===== config.mk =====
export PLATFORM = sky130hd
export DESIGN_NAME = move_sequencer
export DESIGN_NICKNAME = d
export VERILOG_FILES = /design/src/rtl/move_sequencer.sv
export SDC_FILE = /design/constraint.sdc
export NUM_CORES = 1
export LEC_CHECK = 0
export CAP_MARGIN = 0
export CORE_UTILIZATION = 50
export DETAILED_ROUTE_END_ITERATION = 12
export PLACE_DENSITY = 0.86
export SETUP_SLACK_MARGIN = 0.2
export SLEW_MARGIN = 5
export SYNTH_ARGS = -nofsm -noshare
export SYNTH_HDL_FRONTEND = slang
export SYNTH_SLANG_ARGS = --single-unit

===== constraint.sdc =====
create_clock -name clk -period 4.8 [get_ports clk]
set_clock_uncertainty 0.1 [all_clocks]
set_input_delay 0.96 -clock clk [delete_from_list [all_inputs] [get_ports clk]]
set_output_delay 0.96 -clock clk [all_outputs]
set_load 0.02 [all_outputs]

===== src/rtl/move_sequencer.sv =====
// rtl/move_sequencer.sv - game-side move issuer for the move checker
// Issues LFSR-chosen one-hot moves, consumes verdicts, tracks score and play interval.
module move_sequencer #(
  parameter int          INIT_FREQ = 100000000,
  parameter int          MIN_FREQ  = 25000000,
  parameter int          FREQ_STEP = 2500000,
  parameter logic [15:0] SEED      = 16'hACE1,
  parameter int          SCORE_MAX = 9999
) (
  input  logic        clk,
  input  logic        rst,
  input  logic        go,
  input  logic        ready,
  input  logic        correct,
  output logic        start,
  output logic [12:0] move,
  output logic [28:0] play_freq,
  output logic [13:0] score,
  output logic        playing,
  output logic        game_over,
  output logic        round_done
);

  typedef enum logic [2:0] {
    IDLE   = 3'd0,
    ISSUE  = 3'd1,
    GUARD  = 3'd2,
    WAIT   = 3'd3,
    RESULT = 3'd4,
    OVER   = 3'd5
  } state_t;

  state_t      state, state_n;
  logic [15:0] lfsr, lfsr_n;
  logic        correct_q, correct_q_n;

  logic        start_n;
  logic [12:0] move_n;
  logic [28:0] freq_n;
  logic [13:0] score_n;
  logic        playing_n;
  logic        game_over_n;
  logic        round_done_n;

  logic [3:0]  idx;
  logic [29:0] freq_dec;

  // Free-running so the chosen move depends on when the player acts.
  assign lfsr_n = {lfsr[14:0], lfsr[15] ^ lfsr[13] ^ lfsr[12] ^ lfsr[10]};
  assign idx    = (lfsr[3:0] >= 4'd13) ? (lfsr[3:0] - 4'd13) : lfsr[3:0];

  // One extra bit keeps the subtraction from wrapping when the interval is small.
  assign freq_dec = {1'b0, play_freq} - 30'(FREQ_STEP);

  always_comb begin
    state_n      = state;
    correct_q_n  = correct_q;
    start_n      = 1'b0;
    move_n       = move;
    freq_n       = play_freq;
    score_n      = score;
    playing_n    = playing;
    game_over_n  = game_over;
    round_done_n = 1'b0;

    case (state)
      IDLE, OVER: begin
        if (state == IDLE) begin
          playing_n = 1'b0;
        end
        if (go) begin
          freq_n      = 29'(INIT_FREQ);
          score_n     = '0;
          game_over_n = 1'b0;
          state_n     = ISSUE;
        end
      end
      ISSUE: begin
        move_n    = 13'd1 << idx;
        start_n   = 1'b1;
        playing_n = 1'b1;
        state_n   = GUARD;
      end
      GUARD: begin
        state_n = WAIT;
      end
      WAIT: begin
        if (ready) begin
          correct_q_n  = correct;
          round_done_n = 1'b1;
          state_n      = RESULT;
        end
      end
      RESULT: begin
        if (correct_q) begin
          score_n = (score >= 14'(SCORE_MAX)) ? 14'(SCORE_MAX) : score + 14'd1;
          if ($signed(freq_dec) < $signed(30'(MIN_FREQ))) begin
            freq_n = 29'(MIN_FREQ);
          end else begin
            freq_n = freq_dec[28:0];
          end
          state_n = ISSUE;
        end else begin
          playing_n   = 1'b0;
          game_over_n = 1'b1;
          state_n     = OVER;
        end
      end
      default: begin
        state_n = IDLE;
      end
    endcase
  end

  always_ff @(posedge clk) begin
    if (rst) begin
      state      <= IDLE;
      lfsr       <= SEED;
      correct_q  <= 1'b0;
      start      <= 1'b0;
      move       <= '0;
      play_freq  <= 29'(INIT_FREQ);
      score      <= '0;
      playing    <= 1'b0;
      game_over  <= 1'b0;
      round_done <= 1'b0;
    end else begin
      state      <= state_n;
      lfsr       <= lfsr_n;
      correct_q  <= correct_q_n;
      start      <= start_n;
      move       <= move_n;
      play_freq  <= freq_n;
      score      <= score_n;
      playing    <= playing_n;
      game_over  <= game_over_n;
      round_done <= round_done_n;
    end
  end

endmodule

After elaboration in Yosys (flattened, before gate mapping)
Index checks and enable logic that the tools add are counted.

Bits of input ports: 5. Memory bits (writable): 0. Memories: 0. Latch bits: 0. Bits in read-only memories: 0. Logic and storage cells: 62. Flip-flop bits (word level): 80.

Bitwise gates (word level): 4. Add/subtract/negate cells: 3. $mul: 0. $lt $le $gt $ge: 3. Muxes and demuxes: 21. Divide/modulo/power cells: 0. Shift-type cells: 1. Equal/unequal tests: 10. Reductions and logical operators: 10.

Operators by type and width (number): 29-bit two-way mux (3); 29-bit case mux with 2 select lines (1); 14-bit two-way mux (3); 30-bit by 26-bit less-than comparator with 1-bit output, second input constant (1); 29-bit by 22-bit subtractor with 30-bit output, second input constant (1); 14-bit case mux with 2 select lines (1); 3-bit case mux with 5 select lines (1); 14-bit by 1-bit adder with 14-bit output, second input constant (1); 14-bit >= comparator, second input constant (1); 1-bit by 4-bit << shifter with 13-bit output, first input constant (1); 2-bit inequality test, second input constant (5); 3-bit two-way mux (3); 3-bit AND reduction (3); 3-bit by 2-bit == test with 1-bit output, second input constant (2); 3-bit == test, second input constant (2); 1-bit two-way mux (6); 4-bit >= comparator, second input constant (1); 4-bit two-way mux (1); 2-bit AND reduction (2); 2-bit OR reduction (2); 4-bit subtractor, second input constant (1); 3-bit by 1-bit == test with 1-bit output, second input constant (1); 3-bit logical NOT (1); 1-bit case mux with 3 select lines (1); 5 further kinds (7).

Logic depth before layout (Yosys ltp)
Depth in word-level cells: 5. Gate-level depth with buffers: 13. Gate-level depth less buffers: 11.

Worst setup path before layout
No wires, ideal clock.

Path type: register to register. From: register play_freq[5]. To: register play_freq[13]. Buffers on the path: 2. Arrival: 2.992 ns. Required time: 4.583 ns. Period minus slack after synthesis: 3.209 ns. Setup slack: 1.591 ns. Stages on the path, launching flop included: 14. Path through: dfxtp_1 -> buf_2 -> inv_1 -> ha_1 -> nand4b_1 -> a31o_2 -> a21oi_1 -> nand3_1 -> o31ai_4 -> nand4b_4 -> a211oi_4 -> buf_6 -> a31oi_1 -> o22a_1.

Longest elaborated chain between the ends: 5.

RTL lines: start, declared (RTL line 17) `output logic [28:0] play_freq,`; start signal, assigned (RTL line 122) `play_freq <= 29'(INIT_FREQ);`; start signal, assigned (RTL line 133) `play_freq <= freq_n;`; 29-bit by 22-bit subtractor with 30-bit output * (RTL line 53) `assign freq_dec = {1'b0, play_freq} - 30'(FREQ_STEP);`; 30-bit by 26-bit less-than comparator with 1-bit output (RTL line 97) `if ($signed(freq_dec) < $signed(30'(MIN_FREQ))) begin`; 29-bit two-way mux * (RTL line 97); 29-bit two-way mux * (RTL line 95) `if (correct_q) begin`; 29-bit case mux with 2 select lines * (RTL line 66) `case (state)`.

Every way passes the cells marked *; elsewhere a longest branch is shown, timed or not. The select of a mux whose other input is x is not followed. A chain may end at the register's enable or synchronous reset.

Final worst setup path
From: register play_freq[5]. To: register play_freq[14].

The elaborated chain is that of the path after synthesis.

==> metrics.md <==
| Metric | Value |
|---|---|
| Final setup fails | 0 |
| Count of cell types in the netlist | 77 |
| Final Hold Vio Count | 0 |
| N_diodes | 0 |
| Average cell area after synthesis | 8.29 um^2 |
| CP Cell Sequence | inv_1 > ha_1 > nand4b_1 > a31o_2 > a21oi_1 > nand3_1 > o31ai_4 > nand4b_4 > a211oi_4 > nand2_4 > o22a_1 |
| Critical path type | reg -> reg |
| Area Growth Syn to Fin | 18.2% |
| Peak fanout along the critical path | 15 |
| R2R Setup Slk | between 1000 and 1500 ps |
| Max clock buf depth | 2 |
| Number of fill cells | 680 |
| Minimum clock period after layout | 3730 ps |
| Routability congestion estimate | 0.886 |
| Root buf cell | clkbuf_8 |
| Startpoint types | flop |
| Post-DP Area | 0.00459 mm^2 |
| Slew margin rel. | around 30% |
| DRT iter0 DRCs | 294 |
| Max frequency | 0.268 GHz |
| Yosys warns | 0 |
| P_sw | 0.000741 W |
| Number of flops mapped to enable cells by yosys | 0 |
| Min-Delay Path Depth | 1 |
| DIE WIDTH | between 90 and 100 um |
| Clock power frac | around 28% |
| CTS tree | built |
| DP HPWL | 6550 um |
| Internal power | 0.00115 W |
| Post-route DRC violation count | 0 |
| Min-Delay Path Class | reg -> reg |
| Pwr/cell area | about 400 mW/mm^2 |
| Gr usage total | 24.1% |
| CP max stage delay | 670 ps |
| Fin crit share | 77.7% |
| Synth area leader | dfxtp_1 |
| Worst Reg-to-Reg Cells | 11 |
| Status | finished, final reports clean |
| Cells after Synth | 490 |
| First-pass GRT wire length | approximately 17000 um |
| Hold Path End | lfsr[10] |
| Final nets | 540 |
| WL/cell | 15.4 um |
| Sw frac | 39.1% |
| FF+latch count, synth | 75 |
| Worst Path Arrival | between 3000 and 4000 ps |
| Leakage | 1.77 nW |
| Ports | 65 |
| Share of cells above drive strength 1 | about a tenth |
| # rows | 32 |
| RSZ-0062 raised after global routing | no |
| Synth top area share | roughly 37% |
| Seq/Total Area, Yosys | 37.0% |
| FF-to-FF End | play_freq[14] |
| Total clock sinks | 75 |
| Core Box Area | 0.00781 mm^2 |
| Combinational power share | 31.8% |
| Synthesized area | 0.00406 mm^2 |
| Req. time, crit path | 4950 ps |
| Count of input and output buffers | 59 |
| Worst-path clk slew | 90 ps |
| Crit Reg-Reg Startpoint | play_freq[5] |
| Detail Route Antenna Nets | 0 |
| Hold_buf cts | 0 |
| Top FF cell, synth | dfxtp_1 |
| Number of global-route vias before repair | about 3.5k |
| Largest net degree at the start of global routing | 63 |
| # resized after CTS | 0 |
| Vias per cell | 6.07 |
| Final Slew Violations | 0 |
| VDD IR max | 225 uV |
| Fin util | between 60% and 70% |
| Final instance area | 0.00480 mm^2 |
| Synth area leaders | dfxtp_1, nor2_1, a21oi_1 |
| Cts bufs inserted | 9 |
| Later-pin clock latency in the skew report | 360 ps |
| Initial Utilization | 52.0% |
| Postcts setup bufs | 0 |
| DIE AREA | 0.00849 mm^2 |
| Worst-Margin Slew | between 1000 and 1500 ps |
| Via count | 3872 |
| WL final | 9840 um |
| Setup TNS | 0 ps |
| DRT Pass-1 Iters | 5 |
| GR Overflow Total | 0 |
| Max stage delay cell, worst path | a211oi_4 |
| Total power | 0.00190 W |
| Async set or reset register ratio after synthesis | 0% |
| Maxcap violations | 0 |
| Die Ht | 92.1 um |
| HP Start | lfsr[9] |
| H-Tree Depth | 3 |
| Reg power frac | 40.6% |
| Critical Path End Type | flop |
| Initial antenna violation count | 0 |
| Final WS setup | 1070 ps |
| Pre-CTS setup slack | ~1100 ps |
==> power by group through the flow <==
stage,Clock (W),Sequential [W],Combinational [W]
6_report,0.000524,0.000770,0.000602
5_1_grt,0.000548,0.000779,0.000661
4_1_cts,0.000526,0.000767,0.000597
3_5_place_dp,0,0.000780,0.000592
3_3_place_gp,0,0.000775,0.000576
2_1_floorplan,0,0.000764,0.000452
==> worst max-delay path: cells and delay by family, from the launching register on <==
family,cells,cell delay [ps]
AOI/OAI and AO/OA,5,1790
adders and majority gates,1,270
DFF,1,510
buffers and inverters,1,80
and+or+nand+nor,4,850
==> layer usage <==
metal	track usage, %	up-vias	share of wire, %
li1	-	1849	-
met1	31.4	1827	44
met2	39.6	171	47
met3	3.65	25	7.1
met4	10.7	0	1.8
met5	0	-	0
==> cell usage in the layout (no fill, tap or decap), drive strengths merged, types with 6 or more instances in the layout <==
cell and instances:
a211oi 6, a21o 7, nor2b 11, nor3 20, clkdlybuf4s50 58, and3 7
o21ai 26, dfxtp 75, or2 10, nand2 19, xor2 6, a21oi 42
clkbuf 9, nand3 16, a22oi 14, a31oi 9, nand2b 7, nor2 73
inv 20
==> flip-flops by register name (all words and copies together) (netlist names) <==
signal / count
playing: 1
game_over: 1
lfsr: 16
move: 13
score: 14
play_freq: 24
round_done: 1
start: 1
correct_q: 1
state: 3
==> worst max-delay path by stage <==
stage | startpoint | to | cells after the start
after floorplan | play_freq[5] | play_freq[13] | 13
after global placement | play_freq[5] | play_freq[28] | 11
after detailed placement | play_freq[5] | play_freq[14] | 11
after CTS | play_freq[5] | play_freq[14] | 11
after global routing | play_freq[5] | play_freq[28] | 11
final | play_freq[5] | play_freq[14] | 11
==> cell type report <==
cell class	count	area, um^2	share of cell area [%]
multi-input combinational	367	2300	47.9
clock inverter	7	85.1	1.77
tap	102	128	2.66
inverter	17	63.8	1.33
clock buffer	9	124	2.58
timing repair buffer	61	601	12.5
sequential	75	1500	31.3
==> through the flow <==
stage | hold slack (ps) | instances
after floorplan | 289 | 494
after global placement | 295 | 622
after detailed placement | 299 | 622
after CTS | 317 | 638
after global routing | 330 | 638
final | 312 | 638
==> Yosys cell counts (all sizes together) (4+ instances only) <==
| cell | instances |
|---|---|
| a21o | 7 |
| xor2 | 6 |
| ha | 4 |
| nor3 | 20 |
| or2 | 10 |
| o21a | 5 |
| buf | 14 |
| o22ai | 5 |
| nand3b | 5 |
| nor2 | 73 |
| clkbuf | 21 |
| and2 | 4 |
| a21oi | 42 |
| o21ai | 26 |
| nand3 | 16 |
| nand2b | 7 |
| dfxtp | 75 |
| xnor2 | 5 |
| nand2 | 19 |
| a31oi | 9 |
| a22oi | 14 |
| nor2b | 11 |
| a31o | 4 |
| nor4 | 4 |
| inv | 17 |
| and3 | 7 |
| a211oi | 6 |
==> logic make-up after synthesis <==
logic type | synth area share (%)
fa+ha+maj | 1.23
compound gates | 26.7
simple gates | 25.0
mux | 0.739
buf+inv | 6.87
xor+xnor | 2.37
flops | 37.0
other cells | 0.0923
Power figures use the tool's default switching activity.
